File: config.mk
export PLATFORM = sky130hd
export DESIGN_NAME = full_stage_error_ctrl
export DESIGN_NICKNAME = d
export VERILOG_FILES = /design/src/rtl/full_stage_error_ctrl.sv
export SDC_FILE = /design/constraint.sdc
export NUM_CORES = 1
export LEC_CHECK = 0
export BUFFER_PORTS_ARGS = -buffer_cell sky130_fd_sc_hd__buf_4
export CAP_MARGIN = 20
export CORE_MARGIN = 10
export CORE_UTILIZATION = 25
export DETAILED_ROUTE_END_ITERATION = 10
export HOLD_SLACK_MARGIN = 0.1
export PLACE_DENSITY_LB_ADDON = 0.08
export REMOVE_ABC_BUFFERS = 1
export SETUP_SLACK_MARGIN = 0.05
export SYNTH_ARGS = -nofsm -noshare
export SYNTH_HDL_FRONTEND = slang
export SYNTH_SLANG_ARGS = --single-unit
File: constraint.sdc
create_clock -name clk -period 1.5 [get_ports clk]
set_clock_uncertainty 0.1 [all_clocks]
set_input_delay 0.075 -clock clk [delete_from_list [all_inputs] [get_ports clk]]
set_output_delay 0.075 -clock clk [all_outputs]
set_load 0.02 [all_outputs]
File: src/rtl/full_stage_error_ctrl.sv
// Error-feedback controller for one network stage: counts incoming error beats,
// tracks buffered error blocks and sequences the tap-update latch/first controls.
module full_stage_error_ctrl #(
  parameter int DATA_W     = 32,
  parameter int CNT_W      = 4,
  parameter int FIFO_DEPTH = 2,
  parameter int PHASES     = 4,
  parameter int WR_HOLD    = 4,
  parameter int LATCH_HOLD = 6,
  parameter int MODE_DLY   = 2,
  localparam int PH_W      = $clog2(PHASES),
  localparam int DEPTH_W   = $clog2(FIFO_DEPTH + 1)
) (
  input  logic               clk,
  input  logic               reset,
  input  logic               flush,
  input  logic [CNT_W-1:0]   error_tap_length,
  input  logic [CNT_W-1:0]   load_length,
  input  logic               state_finish,
  input  logic               read_finish,
  input  logic [DATA_W-1:0]  stage_error,
  input  logic               stage_error_vld,
  input  logic               stage_error_fst,
  output logic               stage_error_rdy,
  output logic               error_valid,
  output logic [DATA_W-1:0]  error_value,
  output logic [CNT_W-1:0]   error_count,
  output logic [CNT_W-1:0]   error_sub_address,
  output logic [PH_W-1:0]    error_phase,
  output logic [PH_W-1:0]    error_phase_read,
  output logic [DEPTH_W-1:0] error_fifo_depth,
  output logic               error_update_mode,
  output logic               error_update_latch,
  output logic               error_update_first,
  output logic               error_finish_tap,
  output logic               stage_error_mode,
  output logic               stage_error_first,
  output logic               error_frame_err
);

  localparam int                 LAT_LEN   = (LATCH_HOLD > MODE_DLY) ? LATCH_HOLD : MODE_DLY;
  localparam logic [DEPTH_W-1:0] DEPTH_MAX = DEPTH_W'(FIFO_DEPTH);
  localparam logic [PH_W-1:0]    PH_LAST   = PH_W'(PHASES - 1);

  logic               accept;
  logic               error_finish;
  logic               full;
  logic               wr_address_vld;
  logic               release_q;
  logic               first_q;
  logic [WR_HOLD:1]   wr_vld_d;
  logic [LAT_LEN:1]   latch_d;
  logic [MODE_DLY:1]  first_d;

  function automatic logic [PH_W-1:0] next_phase(input logic [PH_W-1:0] ph);
    return (ph == PH_LAST) ? '0 : ph + PH_W'(1);
  endfunction

  assign full               = (error_fifo_depth == DEPTH_MAX);
  assign error_update_mode  = (error_fifo_depth != '0);
  assign error_update_first = first_q & error_update_latch;
  assign wr_address_vld     = error_update_latch & ~error_update_first;

  // Ready looks only at the delayed latch/write-address taps, so a fresh
  // update blocks the stream a fixed number of cycles later.
  assign stage_error_rdy = ~wr_vld_d[WR_HOLD] & ~full & ~latch_d[LATCH_HOLD] & ~flush;

  assign accept       = stage_error_vld & stage_error_rdy;
  assign error_valid  = accept;
  assign error_value  = stage_error;
  assign error_finish = accept & (error_count == error_tap_length);

  assign error_finish_tap  = state_finish & error_update_latch;
  assign stage_error_mode  = latch_d[MODE_DLY];
  assign stage_error_first = first_d[MODE_DLY] & latch_d[MODE_DLY];

  // NOTE: sequential state uses non-blocking assignments so every register
  // samples pre-edge values regardless of statement order.
  always_ff @(posedge clk) begin
    if (reset || flush) begin
      error_count        <= '0;
      error_sub_address  <= '0;
      error_phase        <= '0;
      error_phase_read   <= '0;
      error_fifo_depth   <= '0;
      error_update_latch <= 1'b0;
      error_frame_err    <= 1'b0;
      release_q          <= 1'b0;
      first_q            <= 1'b0;
      wr_vld_d           <= '0;
      latch_d            <= '0;
      first_d            <= '0;
    end else begin
      if (accept) begin
        if (stage_error_fst && (error_count != '0))
          error_frame_err <= 1'b1;

        if (stage_error_fst)
          error_count <= (error_tap_length == '0) ? '0 : CNT_W'(1);
        else if (error_finish)
          error_count <= '0;
        else
          error_count <= error_count + CNT_W'(1);

        if (stage_error_fst) begin
          error_sub_address <= (load_length == '0) ? '0 : CNT_W'(1);
        end else if (error_sub_address == load_length) begin
          error_sub_address <= '0;
          error_phase       <= next_phase(error_phase);
        end else begin
          error_sub_address <= error_sub_address + CNT_W'(1);
        end
      end

      // Simultaneous block completion and release cancel out.
      if (error_finish && !release_q)
        error_fifo_depth <= error_fifo_depth + DEPTH_W'(1);
      else if (!error_finish && release_q && (error_fifo_depth != '0))
        error_fifo_depth <= error_fifo_depth - DEPTH_W'(1);

      release_q <= error_update_mode & state_finish;

      if (state_finish)
        error_update_latch <= error_update_mode;

      first_q <= state_finish ? (error_update_mode & read_finish)
                              : (error_update_latch & read_finish);
      if (first_q)
        error_phase_read <= next_phase(error_phase_read);

      wr_vld_d[1] <= wr_address_vld;
      for (int i = 2; i <= WR_HOLD; i++) wr_vld_d[i] <= wr_vld_d[i-1];
      latch_d[1] <= error_update_latch;
      for (int i = 2; i <= LAT_LEN; i++) latch_d[i] <= latch_d[i-1];
      first_d[1] <= first_q;
      for (int i = 2; i <= MODE_DLY; i++) first_d[i] <= first_d[i-1];
    end
  end

endmodule
==> results of run 1 <==
==> cells in the mapped netlist, types with 3 or more instances <==
cell | number | area, µm²
nand2_1 | 9 | 33.8
and3_1 | 3 | 18.8
a31oi_1 | 7 | 43.8
nand3_1 | 10 | 50.1
buf_4 | 34 | 255
nor2_1 | 10 | 37.5
nand4_1 | 4 | 25.0
ha_1 | 5 | 62.6
dfxtp_1 | 30 | 601
and2_1 | 15 | 93.8
clkbuf_1 | 4 | 15.0
inv_1 | 5 | 18.8
a21oi_1 | 6 | 30.0
nor3_1 | 3 | 15.0
xnor2_1 | 8 | 70.1
==> routing by layer <==
layer  vias to the layer above  track usage, %
met5                         -            2.56
met4                         0            5.76
met3                        17            5.29
met2                        62            20.5
met1                       714            14.6
li1                        722               -
==> layout make-up <==
cell class | instances | area (µm²)
well taps | 77 | 96.3
flip-flops and latches | 30 | 607
multi-input cells | 106 | 831
clock inverters | 2 | 60.1
repair buffers | 96 | 856
fillers | 622 | 3720
inverters | 6 | 22.5
clock buffers | 6 | 82.6
==> worst min-delay path, delay by kind of cell <==
family	cells	cell delay, ns
buf+inv	1	0.08
compound gates	1	0.07
simple gates	1	0.25
==> state kept, by name, indices dropped and copies added, names as in the netlist <==
signal	count
error_count	4
error_fifo_depth	2
error_frame_err	1
error_phase	2
error_phase_read	2
error_sub_address	4
error_update_latch	1
first_d	2
first_q	1
latch_d	6
release_q	1
wr_vld_d	4
==> what timing repair did <==
item / in CTS / in global routing
hold buffers: 43 / 0
setup endpoints to repair: 3 / 14
setup buffers: 3 / 1
gates resized for setup: 3 / 24
endpoints found under the hold margin: 40 / 0
pin swaps: 2 / 16
==> power groups by stage <==
stage               clock (W)  combinational (W)  sequential (W)
finish                0.00103           0.000363        0.000803
global route          0.00109           0.000381        0.000802
CTS                   0.00106           0.000332        0.000802
detailed placement          0           0.000155        0.000820
global placement            0           0.000152        0.000820
floorplan                   0          0.0000631        0.000824
==> per-stage QoR <==
stage                     hold slack [ns]  power, W  setup TNS (ns)  area (µm²)
after detailed placement           0.0502  0.000975               0        1810
final                               0.147   0.00219               0        2550
after floorplan                    0.0500  0.000887           -2.39        1330
after global routing                0.163   0.00228        -0.00181        2550
after global placement             0.0502  0.000972               0        1810
after CTS                           0.135   0.00220               0        2420
==> worst paths after layout <==
path | start | to | cells after the start
min reg2reg | latch_d[4] | latch_d[5] | 1
max reg2reg | wr_vld_d[4] | error_fifo_depth[1] | 5
max | wr_vld_d[4] | error_valid | 5
min | reset | error_count[1] | 3
==> cells by family after synthesis <==
logic type	Yosys count	share of synthesized area, %
AND/OR/NAND/NOR	66	23.0
buffers and inverters	44	18.3
flip-flops	30	37.4
AO/OA/AOI/OAI	24	11.2
XOR/XNOR	9	4.91
adder cells (fa/ha/maj)	5	3.90
multiplexers	2	1.25
==> out/qor.yml, run 1 <==
floorplanning:
  row_count: 29
  die_h_um: 100
  core_mm2: 0.00628
  start_util_pct: 25.6
  dieArea_mm2: 0.0100
  die_w_um: 100
  pin_count: 102
finish:
  layout.cells.most_common: "buf_4"
  finish.utilization_pct: 40.7
  antenna_cells: 0
  layout-drive-gt1-share_pct: 35.8
  syn_to_final_growth_pct: 59.3
  layout.nets: 297
  finalNonFillerCells: 323
  most-common-layout-cells: "49 x buf_4, 43 x dlygate4sd3_1, 25 x dfxtp_1, 15 x and2_1, 10 x nor2_1"
timing:
  rsz0062_at_grt: "true"
  maxSlewHeadroom_pct: 75.7
  period_share_pct: 92.9
  setup_ws_ns: 0.107
  drv_slew: 0
  tightest_slew_ns: 0.359
  period_minus_slack_ns: 1.39
  hold_viol_final: 0
  setup_viol: 0
  fmaxAchievable_mhz: 718
power:
  seq_power_share_pct: 36.6
  combPwrFrac_pct: 16.6
  power_density_mw_per_mm2: 858
  p_int_w: 0.00168
  switching_share_pct: 23.5
  p_leak_nw: 1.07
  switching_power_w: 0.000516
  p_clk_share_pct: 46.8
  ir_drop_mv: 0.449
cts:
  cts_num_sinks: 30
  insertion_delay_ns: 0.28
  cts_buffers: 5
  tritoncts: "yes"
  cts_max_level: 2
  root_buffer: "clkbuf_8"
  clk_path_buf_depth: 2
  clkSlewWorstSetupHoldPaths_ns: 0.07
detailed_routing:
  route.met3.wl_um: 461
  met1_length_um: 2670
  dr.pass1.iters: 4
  via_count: 1515
  ant_nets: 0
  wl_met2_um: 3270
  wl_um: 6600
  routedWlPerCell_um: 20.4
  drc_errors: 0
  top_layer: "met4"
  via_per_inst: 4.69
  drt_iter0_markers: 56
synthesis:
  yosysSeqAreaShare_pct: 37.4
  synth.distinct_cells: 33
  synth_seq_cells: 30
  synth_cells: 180
  netlist_area_mm2: 0.00160
  async_flop_share_pct: 0
  ys.flop_type: "dfxtp_1"
  post_synth.cell_area_avg_um2: 8.91
  synth-edff-count: 0
  yosysWarnings: 0
global_routing:
  antenna_found_initial: 0
  grt_pass1_vias: 1620
  grt_pass1_wl_um: 9850
  grt-ovfl-total: 0
  grt_max_degree: 17
  track_usage_pct: 12.9
setup_path:
  cp.required_ns: 1.32
  path_class: "reg -> out"
  cp_num_buf_inv: 3
  crit_family: "flip-flops"
  worstSetupStartpointType: "flip-flop"
  crit_fanout: 4
  reg2reg_setup_slack_ns: 0.13
  cp_cell_sequence: "nor3_4 -> nand3_2 -> inv_2 -> buf_12 -> buf_8"
  worstPathArrival_ns: 1.22
  cpMaxStageDelayCell: "dfxtp_2"
  max_stage_delay_ns: 0.33
  cp-end-kind: "output port"
placed_design:
  place_congestion: 0.747
  dp_hpwl_um: 4010
  portBuffers: 37
  dp_cells: 268
  post-place-ws_ns: 0.00340
hold_path:
  hp-class: "in -> reg"
outcome:
  status: "complete, no violations"
flow_run:
  drv_cap: 0
No activity file was read; power rests on OpenSTA's default activity.
==> run 2, diff against run 1 <==
MAX_ROUTING_LAYER = met4   (was not set)
==> run 2 against run 1 <==
Compared with the run above:
- non-clock buffer count did not move
- combinational power about the same
- critical path depth unchanged
- worst setup slack got worse by 0.0015 ns
==> out/qor.yml, run 2 (synthesis results as in run 1) <==
hold_path:
  hold_depth: 3  # unchanged
  hold_path_end: "error_count[1]"  # unchanged
  hp-class: "in -> reg"  # unchanged
  hold_start: "reset"  # unchanged
detailed_routing:
  drt_iter0_markers: 61  # was 56
  via_count: 1508  # was 1515
  dr.pass1.iters: 4  # unchanged
  ant_nets: 0  # unchanged
  wl_um: 6630  # was 6600 µm
  via_per_inst: 4.65  # was 4.69
  drc_errors: 0  # unchanged
  routedWlPerCell_um: 20.5  # was 20.4 µm
flow_run:
  drv_cap: 0  # unchanged
cts:
  cts_max_level: 2  # unchanged
  clk_path_buf_depth: 2  # unchanged
  cts_buffers: 5  # unchanged
  tritoncts: "yes"  # unchanged
  root_buffer: "clkbuf_8"  # unchanged
  clkSlewWorstSetupHoldPaths_ns: 0.07  # about the same
  cts_num_sinks: 30  # unchanged
  insertion_delay_ns: 0.28  # about the same
floorplanning:
  row_count: 29  # unchanged
  dieArea_mm2: 0.0100  # unchanged
  start_util_pct: 25.6  # unchanged
  core_mm2: 0.00628  # unchanged
  pin_count: 102  # unchanged
  die_h_um: 100  # unchanged
  die_w_um: 100  # unchanged
power:
  power_density_mw_per_mm2: 857  # was 858 mW/mm²
  p_leak_nw: 1.07  # about the same
  ir_drop_mv: 0.445  # was 0.449 mV
  power_w: 0.00219  # about the same
setup_path:
  cp-end-kind: "output port"  # unchanged
  reg2reg_depth: 5  # unchanged
  worstPathArrival_ns: 1.22  # about the same
  worstSetupStartpointType: "flip-flop"  # unchanged
  max_stage_delay_ns: 0.33  # about the same
  crit_fanout: 4  # unchanged
  cp_cell_sequence: "nor3_4 -> nand3_2 -> inv_2 -> buf_12 -> buf_8"  # unchanged
  crit_family: "flip-flops"  # unchanged
  r2r_end: "error_fifo_depth[1]"  # unchanged
  cpMaxStageDelayCell: "dfxtp_2"  # unchanged
  path_class: "reg -> out"  # unchanged
  reg2reg_setup_slack_ns: 0.13  # about the same
  r2r_start: "wr_vld_d[4]"  # unchanged
  cp_num_buf_inv: 3  # unchanged
  cp.required_ns: 1.32  # about the same
placed_design:
  post_dp_cell_area_mm2: 0.00181  # unchanged
  dp_hpwl_um: 4010  # unchanged
  place_congestion: 0.756  # was 0.747
  portBuffers: 37  # unchanged
  post-place-ws_ns: 0.00340  # unchanged
timing:
  setup_ws_ns: 0.106  # was 0.107 ns
  hold_viol_final: 0  # unchanged
  fmaxAchievable_mhz: 717  # was 718 MHz
  setup_viol: 0  # unchanged
  tightest_slew_ns: 0.360  # was 0.359 ns
  maxSlewHeadroom_pct: 75.7  # about the same
  drv_slew: 0  # unchanged
  period_minus_slack_ns: 1.39  # about the same
  rsz0062_at_grt: "true"  # unchanged
  period_share_pct: 92.9  # about the same
global_routing:
  grt_max_degree: 17  # unchanged
  antenna_found_initial: 0  # unchanged
  track_usage_pct: 13.2  # was 12.9%
  grt_pass1_vias: 1628  # was 1620
  grt_pass1_wl_um: 9850  # about the same
  grt-ovfl-total: 0  # unchanged
finish:
  most-common-layout-cells: "49 x buf_4, 43 x dlygate4sd3_1, 25 x dfxtp_1, 15 x and2_1, 10 x nor2_1"  # unchanged
  syn_to_final_growth_pct: 59.4  # was 59.3%
  layout.nets: 297  # unchanged
  num-fill-cells: 622  # unchanged
  stdcell_area_mm2: 0.00256  # was 0.00255 mm²
  layout.cells.most_common: "buf_4"  # unchanged
  top_register: "latch_d"  # unchanged
  largest_reg_flops: 6  # unchanged
  layout-drive-gt1-share_pct: 35.8  # unchanged
  finish.utilization_pct: 40.7  # about the same
outcome:
  status: "complete, no violations"  # unchanged
==> run 2: cell count changes in the layout (fill, tap and decap cells not counted) <==
cell and delta:
diode_2 +1
==> run 2: tightest hold or removal path, stage by stage <==
cell and delay [ns]:
buf_4 0.08, or2_2 0.25, a21oi_1 0.07
==> run 2: how the worst max path moves through the flow <==
stage | from | depth (start not counted) | slack [ns] | to
detailed placement | latch_d[6] | 5 | 0.003 | error_fifo_depth[1]
global route | wr_vld_d[4] | 5 | -0.002 | error_valid
floorplan | error_fifo_depth[0] | 5 | -0.33 | error_fifo_depth[1]
CTS | error_sub_address[2] | 4 | 0.05 | error_sub_address[3]
finish | wr_vld_d[4] | 5 | 0.11 | error_valid
global placement | latch_d[6] | 5 | 0.07 | error_fifo_depth[1]
==> run 2: stage by stage <==
stage	TNS, ns	hold WS, ns	cells
after floorplan	-2.39	0.0500	142
after global placement	0	0.0502	268
after detailed placement	0	0.0502	268
after CTS	0	0.135	322
after global routing	-0.00180	0.163	323
final	0	0.145	324
==> run 2: repair_timing <==
action	in CTS	in global routing
buffers inserted	3	1
hold buffers	43	0
gates resized for setup	3	24
setup endpoints to repair	3	14
pin swaps	2	16
endpoints found under the hold margin	40	0
==> run 2: final cells by class <==
type | count | area, µm² | area share, %
timing repair buffer | 96 | 856 | 33.5
multi-input combinational | 106 | 831 | 32.5
sequential | 30 | 607 | 23.7
tap | 77 | 96.3 | 3.77
clock buffer | 6 | 82.6 | 3.23
clock inverter | 2 | 60.1 | 2.35
inverter | 6 | 22.5 | 0.881
antenna | 1 | 2.50 | 0.0978
==> run 2: routing by layer <==
metal | vias up | global-route usage [%] | wire length, µm
li1 | 724 | - | -
met1 | 712 | 15.1 | 2810
met2 | 53 | 20.5 | 3230
met3 | 19 | 4.88 | 384
met4 | 0 | 5.76 | 216
met5 | - | - | 0
==> run 2: where the power goes <==
| part | total, W | switching [W] | leakage (nW) | internal, W |
|---|---|---|---|---|
| Combinational | 0.000364 | 0.000195 | 0.750 | 0.000168 |
| Sequential | 0.000803 | 0.00000378 | 0.244 | 0.000799 |
| Clock | 0.00103 | 0.000318 | 0.0714 | 0.000708 |
==> run 3, diff against run 2 <==
CORE_UTILIZATION = 40   (was 25)
==> run 3 against run 2 <==
Compared with the run above:
- critical path depth did not move
- sequential power is essentially flat
- worst setup slack got worse by 0.035 ns
- fmax fell by 2.5%
- clock power is 42% lower
- sequential cell count unchanged
- via count rose by 5.6%
- critical path type unchanged
==> out/qor.yml, run 3 (synthesis results as in run 1) <==
outcome:
  status: "complete, no violations"  # unchanged
floorplanning:
  start_util_pct: 42.5  # was 25.6%
  die_w_um: 83.3  # was 100 µm
  core_mm2: 0.00377  # was 0.00628 mm²
  die_h_um: 83.3  # was 100 µm
  pin_count: 102  # unchanged
  dieArea_mm2: 0.00694  # was 0.0100 mm²
  row_count: 22  # was 29
detailed_routing:
  ant_nets: 0  # unchanged
  via_per_inst: 5.36  # was 4.65
  drt_iter0_markers: 60  # was 61
  drc_errors: 0  # unchanged
  routedWlPerCell_um: 23.4  # was 20.5 µm
  wl_um: 6950  # was 6630 µm
  dr.pass1.iters: 6  # was 4
  via_count: 1592  # was 1508
global_routing:
  antenna_found_initial: 4  # was 0
  grt_max_degree: 13  # was 17
  grt_pass1_wl_um: 9910  # was 9850 µm
  grt_pass1_vias: 1565  # was 1628
  track_usage_pct: 19.2  # was 13.2%
  grt-ovfl-total: 0  # unchanged
finish:
  layout.cells.most_common: "buf_4"  # unchanged
  top_register: "latch_d"  # unchanged
  largest_reg_flops: 6  # unchanged
  most-common-layout-cells: "49 x buf_4, 45 x dlygate4sd3_1, 26 x dfxtp_1, 15 x and2_1"  # was 49 x buf_4, 43 x dlygate4sd3_1, 25 x dfxtp_1, 15 x and2_1, 10 x nor2_1
  stdcell_area_mm2: 0.00239  # was 0.00256 mm²
  syn_to_final_growth_pct: 49.2  # was 59.4%
  layout-drive-gt1-share_pct: 31.8  # was 35.8%
  layout.nets: 297  # unchanged
  finish.utilization_pct: 63.5  # was 40.7%
placed_design:
  place_congestion: 0.767  # was 0.756
  portBuffers: 37  # unchanged
  post_dp_cell_area_mm2: 0.00177  # was 0.00181 mm²
  dp_hpwl_um: 3870  # was 4010 µm
power:
  ir_drop_mv: 0.453  # was 0.445 mV
  p_int_w: 0.00127  # was 0.00168 W
  switching_share_pct: 27.5  # was 23.6%
  p_clk_share_pct: 34.0  # was 46.8%
  combPwrFrac_pct: 20.0  # was 16.6%
  seq_power_share_pct: 46.0  # was 36.6%
  switching_power_w: 0.000481  # was 0.000517 W
  p_leak_nw: 1.01  # was 1.07 nW
  power_density_mw_per_mm2: 729  # was 857 mW/mm²
setup_path:
  path_class: "reg -> out"  # unchanged
  worstSetupStartpointType: "flip-flop"  # unchanged
  reg2reg_depth: 5  # unchanged
  cp.required_ns: 1.32  # about the same
  worstPathArrival_ns: 1.25  # was 1.22 ns
  crit_fanout: 7  # was 4
  cp-end-kind: "output port"  # unchanged
timing:
  setup_viol: 0  # unchanged
  hold_viol_final: 0  # unchanged
  maxSlewHeadroom_pct: 75.0  # was 75.7%
  fmaxAchievable_mhz: 700  # was 717 MHz
  whs_ns: 0.144  # was 0.145 ns
  drv_slew: 0  # unchanged
  tightest_slew_ns: 0.370  # was 0.360 ns
  period_share_pct: 95.3  # was 92.9%
  period_minus_slack_ns: 1.43  # was 1.39 ns
  rsz0062_at_grt: "true"  # unchanged
cts:
  cts_num_sinks: 30  # unchanged
  clkSlewWorstSetupHoldPaths_ns: 0.06  # was 0.07 ns
  cts_buffers: 5  # unchanged
  clk_path_buf_depth: 2  # unchanged
  insertion_delay_ns: 0.28  # about the same
  tritoncts: "yes"  # unchanged
  root_buffer: "clkbuf_8"  # unchanged
  cts_max_level: 2  # unchanged
flow_run:
  drv_cap: 0  # unchanged
hold_path:
  hp-class: "in -> reg"  # unchanged
  hold_depth: 3  # unchanged
==> run 3: area by class of cell <==
class                      instances  area, µm²
multi-input combinational        106        776
timing repair buffer              96        841
sequential                        30        606
clock inverter                     2       10.0
inverter                           6       22.5
tap                               48       60.1
fill                             293       1380
antenna                            4       10.0
clock buffer                       5       68.8
==> run 3: per-stage QoR <==
stage / std cells / setup slack, ns / power [W] / TNS (ns)
after CTS: 293 / 0.0529 / 0.00173 / 0
after global placement: 240 / 0.0766 / 0.000963 / 0
after global routing: 297 / -0.0210 / 0.00181 / -0.0210
final: 297 / 0.0705 / 0.00175 / 0
after floorplan: 142 / -0.335 / 0.000887 / -2.39
after detailed placement: 240 / 0.0502 / 0.000966 / 0
==> run 3: layer usage <==
layer / global-route usage, % / wire, µm
met5: - / 0
met4: 10.5 / 231
met3: 8.89 / 511
met2: 29.0 / 3370
met1: 20.5 / 2840
==> run 3: path summary, 6_finish.rpt <==
| kind | start | to | slack [ns] |
|---|---|---|---|
| setup / recovery | latch_d[6] | error_valid | 0.07 |
| hold / removal | reset | error_phase[0] | 0.14 |
| setup reg to reg | error_fifo_depth[1] | error_fifo_depth[1] | 0.11 |
| hold reg to reg | latch_d[4] | latch_d[5] | 0.33 |
==> run 3: critical path: stages, from the launching register on <==
cell and delay, ns:
dfxtp_2 0.32, nor3_4 0.19, nand3_2 0.13, inv_2 0.10, buf_6 0.13, buf_6 0.12
==> run 3: power by group through the flow <==
stage	clock network, W	registers (W)	logic (W)
2_1_floorplan	0	0.000824	0.0000631
3_3_place_gp	0	0.000820	0.000143
3_5_place_dp	0	0.000820	0.000146
4_1_cts	0.000606	0.000803	0.000325
5_1_grt	0.000643	0.000803	0.000363
6_report	0.000593	0.000803	0.000349
==> run 3: repair_timing <==
| item | in CTS | in global routing |
|---|---|---|
| cloned | 0 | 0 |
| pin swaps | 3 | 5 |
| hold endpoints to repair | 40 | 0 |
| setup buffers | 1 | 0 |
| gates resized for setup | 5 | 11 |
| endpoints found under the setup margin | 3 | 9 |
| hold buffers | 45 | 0 |
